## config.mk

```make
export PLATFORM = sky130hd
export DESIGN_NAME = axis_width_packer
export DESIGN_NICKNAME = d
export VERILOG_FILES = /design/src/rtl/axis_width_packer.sv
export SDC_FILE = /design/constraint.sdc
export NUM_CORES = 1
export LEC_CHECK = 0
export BUFFER_PORTS_ARGS = -buffer_cell sky130_fd_sc_hd__buf_2
export CAP_MARGIN = 20
export CORE_ASPECT_RATIO = 1.4
export CORE_MARGIN = 2
export CORE_UTILIZATION = 50
export DETAILED_ROUTE_END_ITERATION = 7
export PLACE_DENSITY = 0.83
export SLEW_MARGIN = 20
export SYNTH_ARGS = -nofsm -noshare
export SYNTH_HDL_FRONTEND = slang
export SYNTH_SLANG_ARGS = --single-unit
```

## constraint.sdc

```tcl
create_clock -name wclk -period 5 [get_ports wclk]
set_input_delay 0.75 -clock wclk [delete_from_list [all_inputs] [get_ports wclk]]
set_output_delay 0.75 -clock wclk [all_outputs]
set_load 0.02 [all_outputs]
```

## src/rtl/axis_width_packer.sv

```systemverilog
// Packs IN_WIDTH-bit AXIS beats into IN_WIDTH*RATIO-bit words ahead of the async FIFO.
// Partial words are flushed on s_tlast, and any unfilled lanes carry keep=0.
module axis_width_packer #(
  parameter int IN_WIDTH = 8,
  parameter int RATIO    = 4
) (
  input  logic                         wclk,
  input  logic                         wrst_n,
  input  logic [IN_WIDTH-1:0]          s_tdata,
  input  logic [IN_WIDTH/8-1:0]        s_tkeep,
  input  logic                         s_tvalid,
  output logic                         s_tready,
  input  logic                         s_tlast,
  output logic [IN_WIDTH*RATIO-1:0]    m_tdata,
  output logic [IN_WIDTH*RATIO/8-1:0]  m_tkeep,
  output logic                         m_tvalid,
  input  logic                         m_tready,
  output logic                         m_tlast
);

  localparam int KEEP_W     = IN_WIDTH / 8;
  localparam int OUT_W      = IN_WIDTH * RATIO;
  localparam int OUT_KEEP_W = KEEP_W * RATIO;
  localparam int CNT_W      = $clog2(RATIO);
  localparam int ACC_LANES  = RATIO - 1;
  localparam logic [CNT_W-1:0] LAST_LANE = CNT_W'(RATIO - 1);

  logic [CNT_W-1:0]              cnt_r;
  logic [ACC_LANES*IN_WIDTH-1:0] acc_data_r;
  logic [ACC_LANES*KEEP_W-1:0]   acc_keep_r;

  logic              accept_s;
  logic              complete_s;
  logic [OUT_W-1:0]      word_data_s;
  logic [OUT_KEEP_W-1:0] word_keep_s;

  // A new beat may enter whenever the output register is empty or draining this cycle.
  assign s_tready   = ~m_tvalid | m_tready;
  assign accept_s   = s_tvalid & s_tready;
  assign complete_s = accept_s & (s_tlast | (cnt_r == LAST_LANE));

  // Assemble the candidate word: filled lanes below cnt, current beat in lane cnt, zeros above.
  always_comb begin
    word_data_s = {OUT_W{1'b0}};
    word_keep_s = {OUT_KEEP_W{1'b0}};
    for (int i = 0; i < ACC_LANES; i++) begin
      if (i < int'(cnt_r)) begin
        word_data_s[i*IN_WIDTH +: IN_WIDTH] = acc_data_r[i*IN_WIDTH +: IN_WIDTH];
        word_keep_s[i*KEEP_W +: KEEP_W]     = acc_keep_r[i*KEEP_W +: KEEP_W];
      end else begin
        word_data_s[i*IN_WIDTH +: IN_WIDTH] = {IN_WIDTH{1'b0}};
        word_keep_s[i*KEEP_W +: KEEP_W]     = {KEEP_W{1'b0}};
      end
    end
    word_data_s[int'(cnt_r)*IN_WIDTH +: IN_WIDTH] = s_tdata;
    word_keep_s[int'(cnt_r)*KEEP_W +: KEEP_W]     = s_tkeep;
  end

  // Lane counter and accumulator; stale data above cnt is masked out when the word forms.
  always_ff @(posedge wclk or negedge wrst_n) begin
    if (!wrst_n) begin
      cnt_r      <= {CNT_W{1'b0}};
      acc_data_r <= {(ACC_LANES*IN_WIDTH){1'b0}};
      acc_keep_r <= {(ACC_LANES*KEEP_W){1'b0}};
    end else if (complete_s) begin
      cnt_r      <= {CNT_W{1'b0}};
      acc_keep_r <= {(ACC_LANES*KEEP_W){1'b0}};
    end else if (accept_s) begin
      acc_data_r[int'(cnt_r)*IN_WIDTH +: IN_WIDTH] <= s_tdata;
      acc_keep_r[int'(cnt_r)*KEEP_W +: KEEP_W]     <= s_tkeep;
      cnt_r <= cnt_r + CNT_W'(1);
    end else begin
      cnt_r <= cnt_r;
    end
  end

  // Output word register: reload on completion, otherwise empty on handshake and hold while stalled.
  always_ff @(posedge wclk or negedge wrst_n) begin
    if (!wrst_n) begin
      m_tvalid <= 1'b0;
      m_tdata  <= {OUT_W{1'b0}};
      m_tkeep  <= {OUT_KEEP_W{1'b0}};
      m_tlast  <= 1'b0;
    end else if (complete_s) begin
      m_tvalid <= 1'b1;
      m_tdata  <= word_data_s;
      m_tkeep  <= word_keep_s;
      m_tlast  <= s_tlast;
    end else if (m_tready) begin
      m_tvalid <= 1'b0;
    end else begin
      m_tvalid <= m_tvalid;
    end
  end

endmodule

```

==> impl_summary.log <==
[metrics] syn nets: about 330
[metrics] max_slew headroom: between 20% and 30%
[metrics] main flop type after synthesis: sky130_fd_sc_hd__dfrtp_1
[metrics] starting utilization of the core area: a little over half
[metrics] Synth-to-Final Area Change: 14.63%
[metrics] status: completed
[metrics] largest driver fanout on the critical path: 18
[metrics] fraction of layout instances using a drive strength above 1: about a quarter
[metrics] total global routing track utilization: 22.72%
[metrics] post-route ant nets: 0
[metrics] arithmetic-cell share of the synthesized area counting full adders, half adders and majority gates: 2.303%
[metrics] clock slew at reported path FFs: ~0.070 ns
[metrics] EDFF count, synth: 0
[metrics] shortest clock period the worst path allows after layout: 2.829 ns
[metrics] Fin Clk Skew: 0.009554 ns
[metrics] max frequency: 353.5 MHz
[metrics] worst-case clock buffer depth: 2
[metrics] final number of hold-violating endpoints: 0
[metrics] via total after detailed routing: roughly 2600
[metrics] number of levels in the clock H-tree: 3
[metrics] met3 WL post-DR: approximately 550 um
[metrics] Die Y: approximately 100 um
[metrics] min-delay worst type: input pin to asynchronous set/reset pin
[metrics] library cell occupying the most area in the post-synthesis netlist: sky130_fd_sc_hd__dfrtp_1
[metrics] Port Buf Inserts: between 50 and 60
[metrics] global-route wire length before repair: approximately 13 mm
[metrics] mapped cell area: 0.003259 sq mm
[metrics] start-to-end type of the worst setup path: flip-flop to flip-flop
[metrics] utilization after layout: roughly 60%
[metrics] DPL Wire Length: slightly below 5 mm
[metrics] cell chosen for the clock root: sky130_fd_sc_hd__clkbuf_8
[metrics] maximum capacitance violations: 0
[metrics] cell types occupying the most area after synthesis: sky130_fd_sc_hd__dfrtp_1 (51%), sky130_fd_sc_hd__mux2i_1 (7.7%), sky130_fd_sc_hd__a31oi_1 (7.5%)
[metrics] Final Net Count: between 300 and 400
[metrics] multiplexer share of the synthesized area: between 10% and 20%
[metrics] drt total wl: approximately 7.7 mm
[metrics] mean instance size in the synthesized netlist: 10.58 sq um
[metrics] sequential cell area fraction in the yosys report: 51.44%
[metrics] period utilization: roughly 57%
[metrics] Post-synth ARST share: 100.0%
[metrics] placeable core area: about 0.0063 sq mm
[metrics] routed wire length on met2: around 3.8 mm
[metrics] vias in the first global route: 2578
[metrics] CTS Hold Buffers Added: 0
[metrics] combinational family with the most area after synthesis: compound AO/OA/AOI/OAI gates
[metrics] P_leak: around 1.7 nW
[metrics] critical path endpoint category: flip-flop
[metrics] TritonCTS clock tree: yes
[metrics] uppermost signal routing layer after detailed routing: met4
[metrics] final weighted congestion in routability-driven placement: just over 0.8
[metrics] share of the synthesized netlist area taken by xor and xnor gates: 0%
[metrics] worst slack at placement: between 2 and 2.5 ns
[metrics] number of instances in the synthesized netlist: just over 300
[metrics] Post-synth top cells: sky130_fd_sc_hd__dfrtp_1 (67), sky130_fd_sc_hd__a31oi_1 (39), sky130_fd_sc_hd__nand2_1 (30)
[metrics] hold_ws: about 0.34 ns
[metrics] die width: 72.24 um
[metrics] sink count of the clock tree: 67
[metrics] unrepaired setup endpoints after global routing: false
[metrics] YS warnings: 0
[metrics] setup slack after layout: 2.171 ns
[metrics] met1 layer wirelength in the final routing: between 3 and 4 mm
[metrics] fraction of the mapped netlist area in compound gates: 16.20%
[metrics] post-cts repair resize count: 0
[metrics] setup TNS after final layout: 0 ns
[metrics] worst-margin pin slew: about 1.1 ns
[metrics] Worst Path Required: 5.27 ns
[metrics] per-cell routed wire length: about 18 um
[metrics] routed via count divided by cell count: approximately 6.0
[metrics] number of placement rows: 34
[metrics] Netlist cell types: 35
[metrics] worst vdd ir: roughly 0.22 mV
[metrics] post-route DRC violation count: 0
[metrics] number of antenna violations at the first check in global routing: 0
[metrics] overflow left after global routing: 0
[metrics] Initial DRT Pass Iterations: 4
[metrics] final number of max-transition violations: 0
[metrics] startpoint class of the critical path: flip-flop
[metrics] number of antenna diodes: 0
[metrics] die area: roughly 0.0072 sq mm
[metrics] number of placed cells counting well taps: roughly 400
[metrics] Simple-Gate Fraction of Synth Area: between 10% and 20%
[metrics] most numerous cell in the Yosys netlist: sky130_fd_sc_hd__dfrtp_1
[metrics] clock network latency to the later pin of the worst-skew pair: about 0.34 ns
[metrics] number of synthesized register bits: 67
[metrics] buffers inserted by post-CTS timing repair: 0
[metrics] ports placed on the boundary: between 50 and 60
[metrics] area share of the largest cell type after synthesis: slightly above 50%
[metrics] iteration-0 DRC count of the detailed router: roughly 240
[metrics] endpoint arrival time on the critical path: approximately 3.1 ns
[metrics] clock buffers created by TritonCTS: 9
[metrics] pwr dens: about 470 mW/mm^2
[metrics] largest net degree at the start of global routing: 50
[metrics] non-filler instance count after layout: roughly 430
[metrics] setup violators final: 0
## path summary, 6_finish.rpt
path | from | endpoint | slack, ns | cells past startpoint
min in group wclk | m_tlast | m_tlast | 0.49 | 1
worst min-delay path | wrst_n | m_tlast | 0.34 | 1
worst min register to register | m_tlast | m_tlast | 0.49 | 1
worst max-delay path | cnt_r[0] | m_tdata[18] | 2.17 | 5
max in group asynchronous | wrst_n | cnt_r[0] | 3.68 | 2
worst max register to register | cnt_r[0] | m_tdata[18] | 2.17 | 5
## cell families after synthesis
logic type | after synthesis
AOI/OAI and AO/OA | 80
adders and majority gates | 6
buffers and inverters | 54
DFF | 67
muxes | 33
and+or+nand+nor | 68
## cells in the final DEF, fill, tap and decap left out, drive strengths merged
cell type and count:
a41o 1, and4 1, bufinv 2, a32o 1, or2 1, buf 57, and4b 1, nand2 30
nor4bb 2, a21oi 17, nand3 3, clkinvlp 1, nor3b 1, o21bai 1, ha 6, a31oi 39
mux2 8, dfrtp 67, nor2b 4, a32oi 8, nand4 4, clkinv 1, and3 9, clkbuf 12
o211ai 3, nor4b 1, nor2 1, a22oi 7, o2bb2ai 3, mux2i 25, nand2b 10, inv 27
## report_power, final
group	switching (W)	internal, W	total (W)
combinational	0.000321	0.000185	0.000505
clock	0.000202	0.000307	0.000509
sequential	0.0000832	0.000675	0.000758
total	0.000605	0.00117	0.00177
## metal layers
layer / up-vias / track usage (%)
met1: 1255 / 29.84
met4: 0 / 12.63
li1: 1193 / -
met3: 21 / 5.876
met2: 98 / 33.94
met5: - / 0
## metrics by stage
stage / cell area, sq um / total power, W
floorplan: 3259 / 0.001109
global placement: 3508 / 0.001247
detailed placement: 3508 / 0.001270
CTS: 3736 / 0.001775
global route: 3736 / 0.001866
finish: 3736 / 0.001772
## worst max-delay path, cell delays in order (launching register included)
cell and delay, ns:
sky130_fd_sc_hd__dfrtp_1 0.69, sky130_fd_sc_hd__inv_1 0.21, sky130_fd_sc_hd__ha_1 0.47, sky130_fd_sc_hd__nor2b_1 0.91
sky130_fd_sc_hd__a32oi_1 0.26, sky130_fd_sc_hd__a21oi_1 0.20
## sequential cells by signal, indices dropped and copies added (netlist names)
register    count
acc_data_r     24
acc_keep_r      3
cnt_r           2
m_tdata        32
m_tkeep         4
m_tlast         1
m_tvalid        1
## final cells by class
cell class	instances	area [sq um]
clock buffers	12	155.1
clock inverters	4	72.57
fillers	511	2517
multi-input cells	187	1343
repair buffers	57	297.8
flip-flops and latches	67	1677
inverters	27	101.3
well taps	72	90.09
Note: power is estimated with default switching activity, not from simulation.
